<file path="src/rtl/mmio_ctrl.sv">
// mmio_ctrl: splits core data accesses between the data cache and a small
// I/O register file (UART TX FIFO, UART RX holding register, cycle and
// retired-instruction counters). I/O read data is registered so it lines up
// with the one-cycle synchronous read latency of the data cache.
module mmio_ctrl #(
    parameter int          TX_DEPTH  = 4,     // power of 2, >= 2
    parameter logic [3:0]  IO_REGION = 4'h8   // cpu_addr[31:28] of I/O space
) (
    input  logic        clk,
    input  logic        reset,
    // core data port
    input  logic [31:0] cpu_addr,
    input  logic [3:0]  cpu_we,
    input  logic        cpu_re,
    input  logic [31:0] cpu_din,
    output logic [31:0] cpu_dout,
    input  logic        stall,
    input  logic        inst_retire,
    // data cache
    output logic [31:0] mem_addr,
    output logic [3:0]  mem_we,
    output logic        mem_re,
    output logic [31:0] mem_din,
    input  logic [31:0] mem_dout,
    // UART transmitter
    output logic [7:0]  tx_data,
    output logic        tx_valid,
    input  logic        tx_ready,
    // UART receiver
    input  logic [7:0]  rx_data,
    input  logic        rx_valid,
    output logic        rx_ready
);

    localparam int PW = (TX_DEPTH > 1) ? $clog2(TX_DEPTH) : 1;
    localparam int CW = PW + 1;
    localparam logic [CW-1:0] FULL_CNT = CW'(TX_DEPTH);

    // register offsets within the I/O region
    localparam logic [7:0] OFF_STATUS = 8'h00;
    localparam logic [7:0] OFF_RXDATA = 8'h04;
    localparam logic [7:0] OFF_TXDATA = 8'h08;
    localparam logic [7:0] OFF_CYCLE  = 8'h10;
    localparam logic [7:0] OFF_INST   = 8'h14;
    localparam logic [7:0] OFF_CNTCLR = 8'h18;

    // ------------------------------------------------------------------
    // State
    // ------------------------------------------------------------------
    logic          sel_q,     sel_d;
    logic [31:0]   rdata_q,   rdata_d;
    logic [CW-1:0] cnt_q,     cnt_d;
    logic [PW-1:0] rptr_q,    rptr_d;
    logic [PW-1:0] wptr_q,    wptr_d;
    logic          tx_ovf_q,  tx_ovf_d;
    logic          rx_full_q, rx_full_d;
    logic [7:0]    rx_byte_q, rx_byte_d;
    logic [31:0]   cyc_q,     cyc_d;
    logic [31:0]   inst_q,    inst_d;
    logic [7:0]    tx_mem_q [TX_DEPTH];

    // ------------------------------------------------------------------
    // Decode
    // ------------------------------------------------------------------
    logic       io;
    logic [7:0] off;
    logic       io_wr, io_rd;
    logic       tx_full;
    logic       push, push_ok, pop;
    logic       rx_take, rx_clr, cnt_clr;
    logic [31:0] rd_val;

    assign io      = (cpu_addr[31:28] == IO_REGION);
    assign off     = cpu_addr[7:0];
    assign io_wr   = (|cpu_we) & io & ~stall;
    assign io_rd   = cpu_re & io & ~stall;

    assign tx_full = (cnt_q == FULL_CNT);
    assign push    = io_wr & (off == OFF_TXDATA);
    // full is judged on pre-edge state, so a same-cycle pop never makes room
    assign push_ok = push & ~tx_full;
    assign pop     = tx_valid & tx_ready;

    assign rx_take = rx_valid & rx_ready;
    assign rx_clr  = io_rd & (off == OFF_RXDATA);
    assign cnt_clr = io_wr & (off == OFF_CNTCLR);

    // ------------------------------------------------------------------
    // Pass-through and external outputs
    // ------------------------------------------------------------------
    assign mem_addr = cpu_addr;
    assign mem_din  = cpu_din;
    assign mem_we   = io ? 4'b0000 : cpu_we;
    assign mem_re   = cpu_re & ~io;

    assign tx_valid = (cnt_q != '0);
    assign tx_data  = tx_mem_q[rptr_q];
    assign rx_ready = ~rx_full_q;
    assign cpu_dout = sel_q ? rdata_q : mem_dout;

    // I/O read mux on pre-edge register values
    always_comb begin
        rd_val = 32'h0;
        unique case (off)
            OFF_STATUS: rd_val = {29'b0, tx_ovf_q, rx_full_q, ~tx_full};
            OFF_RXDATA: rd_val = {24'b0, rx_byte_q};
            OFF_CYCLE:  rd_val = cyc_q;
            OFF_INST:   rd_val = inst_q;
            default:    rd_val = 32'h0;
        endcase
    end

    // Next-state for read path, TX FIFO control, RX holding reg, counters
    always_comb begin
        sel_d     = sel_q;
        rdata_d   = rdata_q;
        cnt_d     = cnt_q;
        rptr_d    = rptr_q;
        wptr_d    = wptr_q;
        tx_ovf_d  = tx_ovf_q;
        rx_full_d = rx_full_q;
        rx_byte_d = rx_byte_q;
        cyc_d     = cyc_q + 32'd1;
        inst_d    = inst_q + {31'b0, inst_retire & ~stall};

        // read path only advances on unstalled loads
        if (cpu_re && !stall) begin
            sel_d   = io;
            rdata_d = rd_val;
        end

        // TX FIFO pointers and occupancy
        if (push_ok) wptr_d = wptr_q + PW'(1);
        if (pop)     rptr_d = rptr_q + PW'(1);
        if (push_ok && !pop)      cnt_d = cnt_q + CW'(1);
        else if (!push_ok && pop) cnt_d = cnt_q - CW'(1);

        // overflow is sticky until software writes the status register
        if (push && tx_full)                     tx_ovf_d = 1'b1;
        else if (io_wr && (off == OFF_STATUS))   tx_ovf_d = 1'b0;

        // a take can only happen while empty, a clear only matters while full
        if (rx_take) begin
            rx_full_d = 1'b1;
            rx_byte_d = rx_data;
        end else if (rx_clr) begin
            rx_full_d = 1'b0;
        end

        if (cnt_clr) begin
            cyc_d  = 32'h0;
            inst_d = 32'h0;
        end
    end

    // State registers with asynchronous reset
    always_ff @(posedge clk or posedge reset) begin
        if (reset) begin
            sel_q     <= 1'b0;
            rdata_q   <= 32'h0;
            cnt_q     <= '0;
            rptr_q    <= '0;
            wptr_q    <= '0;
            tx_ovf_q  <= 1'b0;
            rx_full_q <= 1'b0;
            rx_byte_q <= 8'h0;
            cyc_q     <= 32'h0;
            inst_q    <= 32'h0;
        end else begin
            sel_q     <= sel_d;
            rdata_q   <= rdata_d;
            cnt_q     <= cnt_d;
            rptr_q    <= rptr_d;
            wptr_q    <= wptr_d;
            tx_ovf_q  <= tx_ovf_d;
            rx_full_q <= rx_full_d;
            rx_byte_q <= rx_byte_d;
            cyc_q     <= cyc_d;
            inst_q    <= inst_d;
        end
    end

    // FIFO storage; contents are don't-care until counted in, so no reset
    always_ff @(posedge clk) begin
        if (push_ok) tx_mem_q[wptr_q] <= cpu_din[7:0];
    end

endmodule
</file>
<file path="config.mk">
export PLATFORM = sky130hd
export DESIGN_NAME = mmio_ctrl
export DESIGN_NICKNAME = d
export VERILOG_FILES = /design/src/rtl/mmio_ctrl.sv
export SDC_FILE = /design/constraint.sdc
export NUM_CORES = 1
export LEC_CHECK = 0
export CAP_MARGIN = 20
export CORE_UTILIZATION = 40
export CTS_CLUSTER_DIAMETER = 120
export DETAILED_ROUTE_END_ITERATION = 6
export GPL_TIMING_DRIVEN = 0
export HOLD_SLACK_MARGIN = 0.02
export PLACE_DENSITY = 0.72
export SYNTH_ARGS = -nofsm -noshare
export SYNTH_HDL_FRONTEND = slang
export SYNTH_SLANG_ARGS = --single-unit
</file>
<file path="constraint.sdc">
create_clock -name clk -period 5.4 [get_ports clk]
set_input_delay 1.35 -clock clk [delete_from_list [all_inputs] [get_ports clk]]
set_output_delay 1.35 -clock clk [all_outputs]
set_load 0.005 [all_outputs]
</file>
* Word-level counts from Yosys, hierarchy flattened
Memories as Yosys holds them, arrays and structs flattened.
Index checks and enable logic that the tools add are counted.
Widths: inputs -> output; s select.
** Word-level totals
- Flip-flop bits (word level) :: 114
- Bits in writable memories :: 32
- Bits of input ports :: 115
- Logic and storage cells :: 67
- Memories kept :: 1
** Memory list
- tx_mem_q :: depth 4, bits a word 8, read ports 1, clocked after Yosys merged registers in 0, write ports 1, line 60 : logic [7:0] tx_mem_q [TX_DEPTH];
** Cells by class
- Add/sub/neg operators :: 6
- Eq/ne operators :: 7
- Muxes and demuxes :: 13
- Bitwise logic cells :: 16
- Reduce and logical (&&, ||, !) cells :: 14
** Operator list (count)
- $pmux 32 s4 :: 1
- $mux 32 :: 3
- $add 32x1->32 :: 1
- $add 32x1->32 const B :: 1
- $eq 8x5->1 const B :: 3
- $and 1x1->1 :: 12
- $eq 8x3->1 const B :: 1
- $eq 8x4->1 const B :: 1
- $logic_not 8->1 :: 1
- $mux 1 :: 6
- $mux 3 :: 2
- $reduce_bool 2->1 :: 3
- $logic_and 1x1->1 :: 5
- $add 2x1->2 const B :: 2
- $eq 4x4->1 const B :: 1
- $mux 4 :: 1
- $not 1->1 :: 4
- $reduce_or 4->1 :: 1
- $add 3x1->3 const B :: 1
- $eq 3x3->1 const B :: 1
- $logic_not 1->1 :: 3
- $reduce_bool 3->1 :: 1
- $sub 3x1->3 const B :: 1

* Longest topological paths before layout
- Depth in word-level cells :: 9
- Mapped depth :: 11
- Gate-level depth less buffers :: 9

* Worst setup path before layout
OpenSTA, ideal clock, no wires.
- Path type :: input -> register
- Start :: in cpu_addr[29]
- End :: reg cnt_q[2]
- Library setup time :: 79 ps
- Data arrival time :: 3585 ps
- Required time :: 5321 ps
- Path slack :: 1735 ps
- Cell stages on the path :: 11
- Path buffers :: 2
- Path through :: or4b_1 buf_2 nor4_4 and4_1 buf_2 ha_1 inv_1 fa_1 xor2_1 nor2_1 xor2_1
** On the way
- Cells in the longest elaborated chain, start to end :: 8
** RTL lines
- from (decl) :: line 12 : input logic [31:0] cpu_addr,
- $eq 4x4->1 (*) :: line 73 : assign io = (cpu_addr[31:28] == IO_REGION);
- $and 1x1->1 (*) (2 in series) :: line 75 : assign io_wr = (|cpu_we) & io & ~stall;
- $and 1x1->1 (*) :: line 79 : assign push = io_wr & (off == OFF_TXDATA);
- $and 1x1->1 (*) :: line 81 : assign push_ok = push & ~tx_full;
- named net push_ok :: line 69 : logic push, push_ok, pop;
- $logic_not 1->1 :: line 136 : else if (!push_ok && pop) cnt_d = cnt_q - CW'(1);
- $logic_and 1x1->1 :: line 136
- $reduce_bool 2->1 (no line)
- to (signal assigned) :: line 172 : cnt_q <= cnt_d;
- to (decl) :: line 52 : logic [CW-1:0] cnt_q, cnt_d;
The timed path passes the listed nets; every way through them passes the cells marked *.
A chain may end at the register's enable or synchronous reset.

* Final worst setup path
- Start :: in cpu_addr[29]
- End :: out mem_we[2]
** On the way
- Cells in the longest elaborated chain, start to end :: 2
** RTL lines
- $eq 4x4->1 :: line 73
- $mux 4 :: line 93 : assign mem_we = io ? 4'b0000 : cpu_we;
- to (decl) :: line 21 : output logic [3:0] mem_we,
Every way passes these cells.

==> run_results.csv <==
group,metric,value,unit
run_status,status,"complete, no violations",
yosys,synthMuxAreaShare,13.15,%
run,max_cap_violations,0,
die,core-area,18830,um2
timing,final_critical_path_setup_slack,967.6,ps
placed_design,place.gp.congestion,0.7931,
yosys,synth_async_sr_flop_share,78.08,%
clock_network,clock_latency,410,ps
yosys,ys_top_cells_by_area,"sky130_fd_sc_hd__dfrtp_1 (37%), sky130_fd_sc_hd__edfxtp_1 (12%), sky130_fd_sc_hd__buf_4 (6.8%), sky130_fd_sc_hd__mux2_2 (6.5%), sky130_fd_sc_hd__mux2i_1 (3.4%)",
clock_network,clock_tree.buffer_depth,2,
timing,timing.final.crit_share,82.08,%
yosys,synth_edf_count,32,
setup_path,timing.reg2reg.setup_slack,2990,ps
die,die_h,141.2,um
yosys,ys_types,43,
final_layout,final_cell_area,10480,um2
yosys,largest_family_of_logic_cells_by_synthesized_area,"simple AND/OR/NAND/NOR gates",
placed_design,place_worst_setup_slack,957.3,ps
timing,final.hold.worst_slack,478.1,ps
setup_path,setup.worst_path.start_class,"primary input",
yosys,synth_top_area_share,36.83,%
yosys,post_synth_xor_area_fraction,3.279,%
yosys,synth_ff_type,"sky130_fd_sc_hd__dfrtp_1",
clock_network,cts-buffers-inserted,17,
final_layout,layout_common_cells,"sky130_fd_sc_hd__clkdlybuf4s50_1 (181), sky130_fd_sc_hd__dfrtp_1 (114), sky130_fd_sc_hd__buf_4 (70)",
power,ir_drop,0.1959,mV
yosys,ys_ff_latch,146,
placed_design,placed_cells_incl_taps,1152,
placed_design,port_buffers,181,
final_layout,final_cell_count_no_fill,1184,
yosys,post_synth_instance_area,7745,um2
die,die_w,141.2,um
grt,remaining_global_route_overflow,0,
drt,initialDrtViolationCount,362,
power,power_density,284.0,nW/um2
drt,routed-via-count,6047,
placed_design,dp_hpwl,14.19,mm
setup_path,cell_count_of_the_worst_reg_to_reg_path,8,
timing,report.final.hold_viol_count,0,
drt,route.detailed.vias_per_inst,5.107,
final_layout,layout-area-overhead-vs-synth,35.30,%
yosys,synth_top_cell_by_area,"sky130_fd_sc_hd__dfrtp_1",
drt,drcViolationCount,0,
clock_network,tritoncts,"done",
grt,grt_antenna_before_repair,0,
clock_network,clkSlewWorstSetupHoldPaths,50,ps
drt,routed_wirelength,18.95,mm
setup_path,cp.arrival,3080,ps
yosys,synth-simple-area-share,14.88,%
yosys,syn-num-nets,834,
final_layout,post-route-util,55.65,%
min_path,endpoint_with_the_worst_hold_slack,"rdata_q[23]",
clock_network,cts_hold_buffers,0,
setup_path,critPathLaunch,"cpu_addr[29]",
setup_path,crit-reg2reg-launch,"inst_q[0]",
timing,fin_skew,7.264,ps
die,dieArea,19920,um2
final_layout,fin_nets,1035,
final_layout,final_common_cell,"sky130_fd_sc_hd__clkdlybuf4s50_1",
clock_network,cts_max_level,4,
setup_path,critical_path_endpoint_category,"output pin",
yosys,avgSynthCellArea,10.91,um2
power,static-leakage-power,4.193,nW
timing,achievable-frequency,0.2256,GHz
yosys,synthesis.instances,710,
timing,maxSlewViolCount,0,
min_path,holdCritPathClass,"register to register",
yosys,register_area_share_after_synthesis,49.24,%
die,initial_standard_cell_utilization_of_the_core,41.13,%
power,power.total,2.976,mW
final_layout,antenna_diode_instance_count,0,
drt,first_pass_iters,5,
placed_design,detailed_place.area,9915,um2
die,design.portCount,226,
timing,final.setup.tns,0,ps
drt,detail-route-antenna-nets,0,
grt,grt_pass1_wl,29.75,mm
yosys,synthAdderAreaFrac,1.551,%
min_path,holdCritStartpoint,"rdata_q[23]",
yosys,yosys_warnings,0,
clock_network,clkSinkCount,146,
timing,finalSetupViolations,0,
timing,period_needed,4432,ps
die,rows,50,
timing,slew_headroom,44.79,%
grt,grt_use_total,19.31,%
yosys,synth_compound_area_share,8.627,%
grt,grt_max_degree,81,
clock_network,clock-root-buffer,"sky130_fd_sc_hd__clkbuf_16",
setup_path,critical_path.max_fanout,8,
setup_path,critical_path_required,4050,ps
clock_network,post_cts_setup_buffer_count,0,
clock_network,cts_resized,0,
grt,number_of_global_route_vias_before_repair,5599,
final_layout,drive_gt1_share,17.75,%
drt,routed_length_per_placed_instance,16.00,um
min_path,hold_depth,2,
timing,worst_slew_pin_slew,828.2,ps
timing,rsz_0062_raised_after_global_routing,"no",
setup_path,worstReg2RegEnd,"inst_q[26]",
setup_path,worstSetupPathType,"primary input to output pin",
==> power breakdown <==
group | switching (mW) | internal (mW) | leakage, nW
combinational | 0.209 | 0.365 | 2.10
sequential | 0.0804 | 1.20 | 1.82
clock | 0.422 | 0.700 | 0.277
total | 0.711 | 2.26 | 4.19
==> sequential cells by signal, summed over array words and instances, names as in the netlist <==
signal	cells
rx_byte_q	8
sel_q	1
cyc_q	32
inst_q	32
rptr_q	2
rdata_q	32
tx_ovf_q	1
rx_full_q	1
cnt_q	3
tx_mem_q	32
wptr_q	2
==> area by class of cell <==
class                   instances  area [um2]
plain buffers                 104       661.9
clock buffers                  28       519.2
clock inverters                 4       45.04
fillers                      1632        8352
inverters                      15       61.31
multi-input cells             445        3213
flip-flops and latches        146        3814
well taps                     260       325.3
repair buffers                182        1839
==> critical path: stages <==
cell	delay, ps
sky130_fd_sc_hd__clkdlybuf4s50_1	420
sky130_fd_sc_hd__or4b_1	510
sky130_fd_sc_hd__buf_2	200
sky130_fd_sc_hd__and2_1	170
sky130_fd_sc_hd__clkdlybuf4s50_1	430
==> worst max path at each step <==
stage                   endpoint  slack, ps  depth (start not counted)
global placement    rx_byte_q[5]       -790                          2
finish                 mem_we[2]        970                          5
global route           mem_we[0]        880                          5
floorplan               cnt_q[0]       1030                          1
detailed placement     mem_we[2]        960                          5
CTS                    mem_we[2]        960                          5
==> routing by layer <==
layer,vias up,track usage (%),wire (um)
met4,0,5.950,240
met3,20,3.601,853
met2,156,31.58,9357
met1,2970,26.01,8497
li1,2901,-,-
met5,-,0,0
==> cells by family after synthesis <==
family / Yosys count
and+or+nand+nor: 208
DFF: 146
buffers and inverters: 119
AOI/OAI and AO/OA: 117
muxes: 82
xor gates and xnor gates: 29
adders and majority gates: 9
==> cells in the mapped netlist (11+ instances only) <==
cell type	count
sky130_fd_sc_hd__a21oi_1	35
sky130_fd_sc_hd__and2_1	11
sky130_fd_sc_hd__buf_4	70
sky130_fd_sc_hd__clkbuf_1	23
sky130_fd_sc_hd__dfrtp_1	114
sky130_fd_sc_hd__edfxtp_1	32
sky130_fd_sc_hd__inv_1	15
sky130_fd_sc_hd__mux2_2	45
sky130_fd_sc_hd__mux2i_1	26
sky130_fd_sc_hd__nand2_1	56
sky130_fd_sc_hd__nand3_1	17
sky130_fd_sc_hd__nand4_1	16
sky130_fd_sc_hd__nor2_1	31
sky130_fd_sc_hd__o21ai_0	51
sky130_fd_sc_hd__o31ai_1	18
sky130_fd_sc_hd__or3_1	19
sky130_fd_sc_hd__or4_1	22
sky130_fd_sc_hd__xnor2_1	14
sky130_fd_sc_hd__xor2_1	15
(Power assumes the default switching activity.)
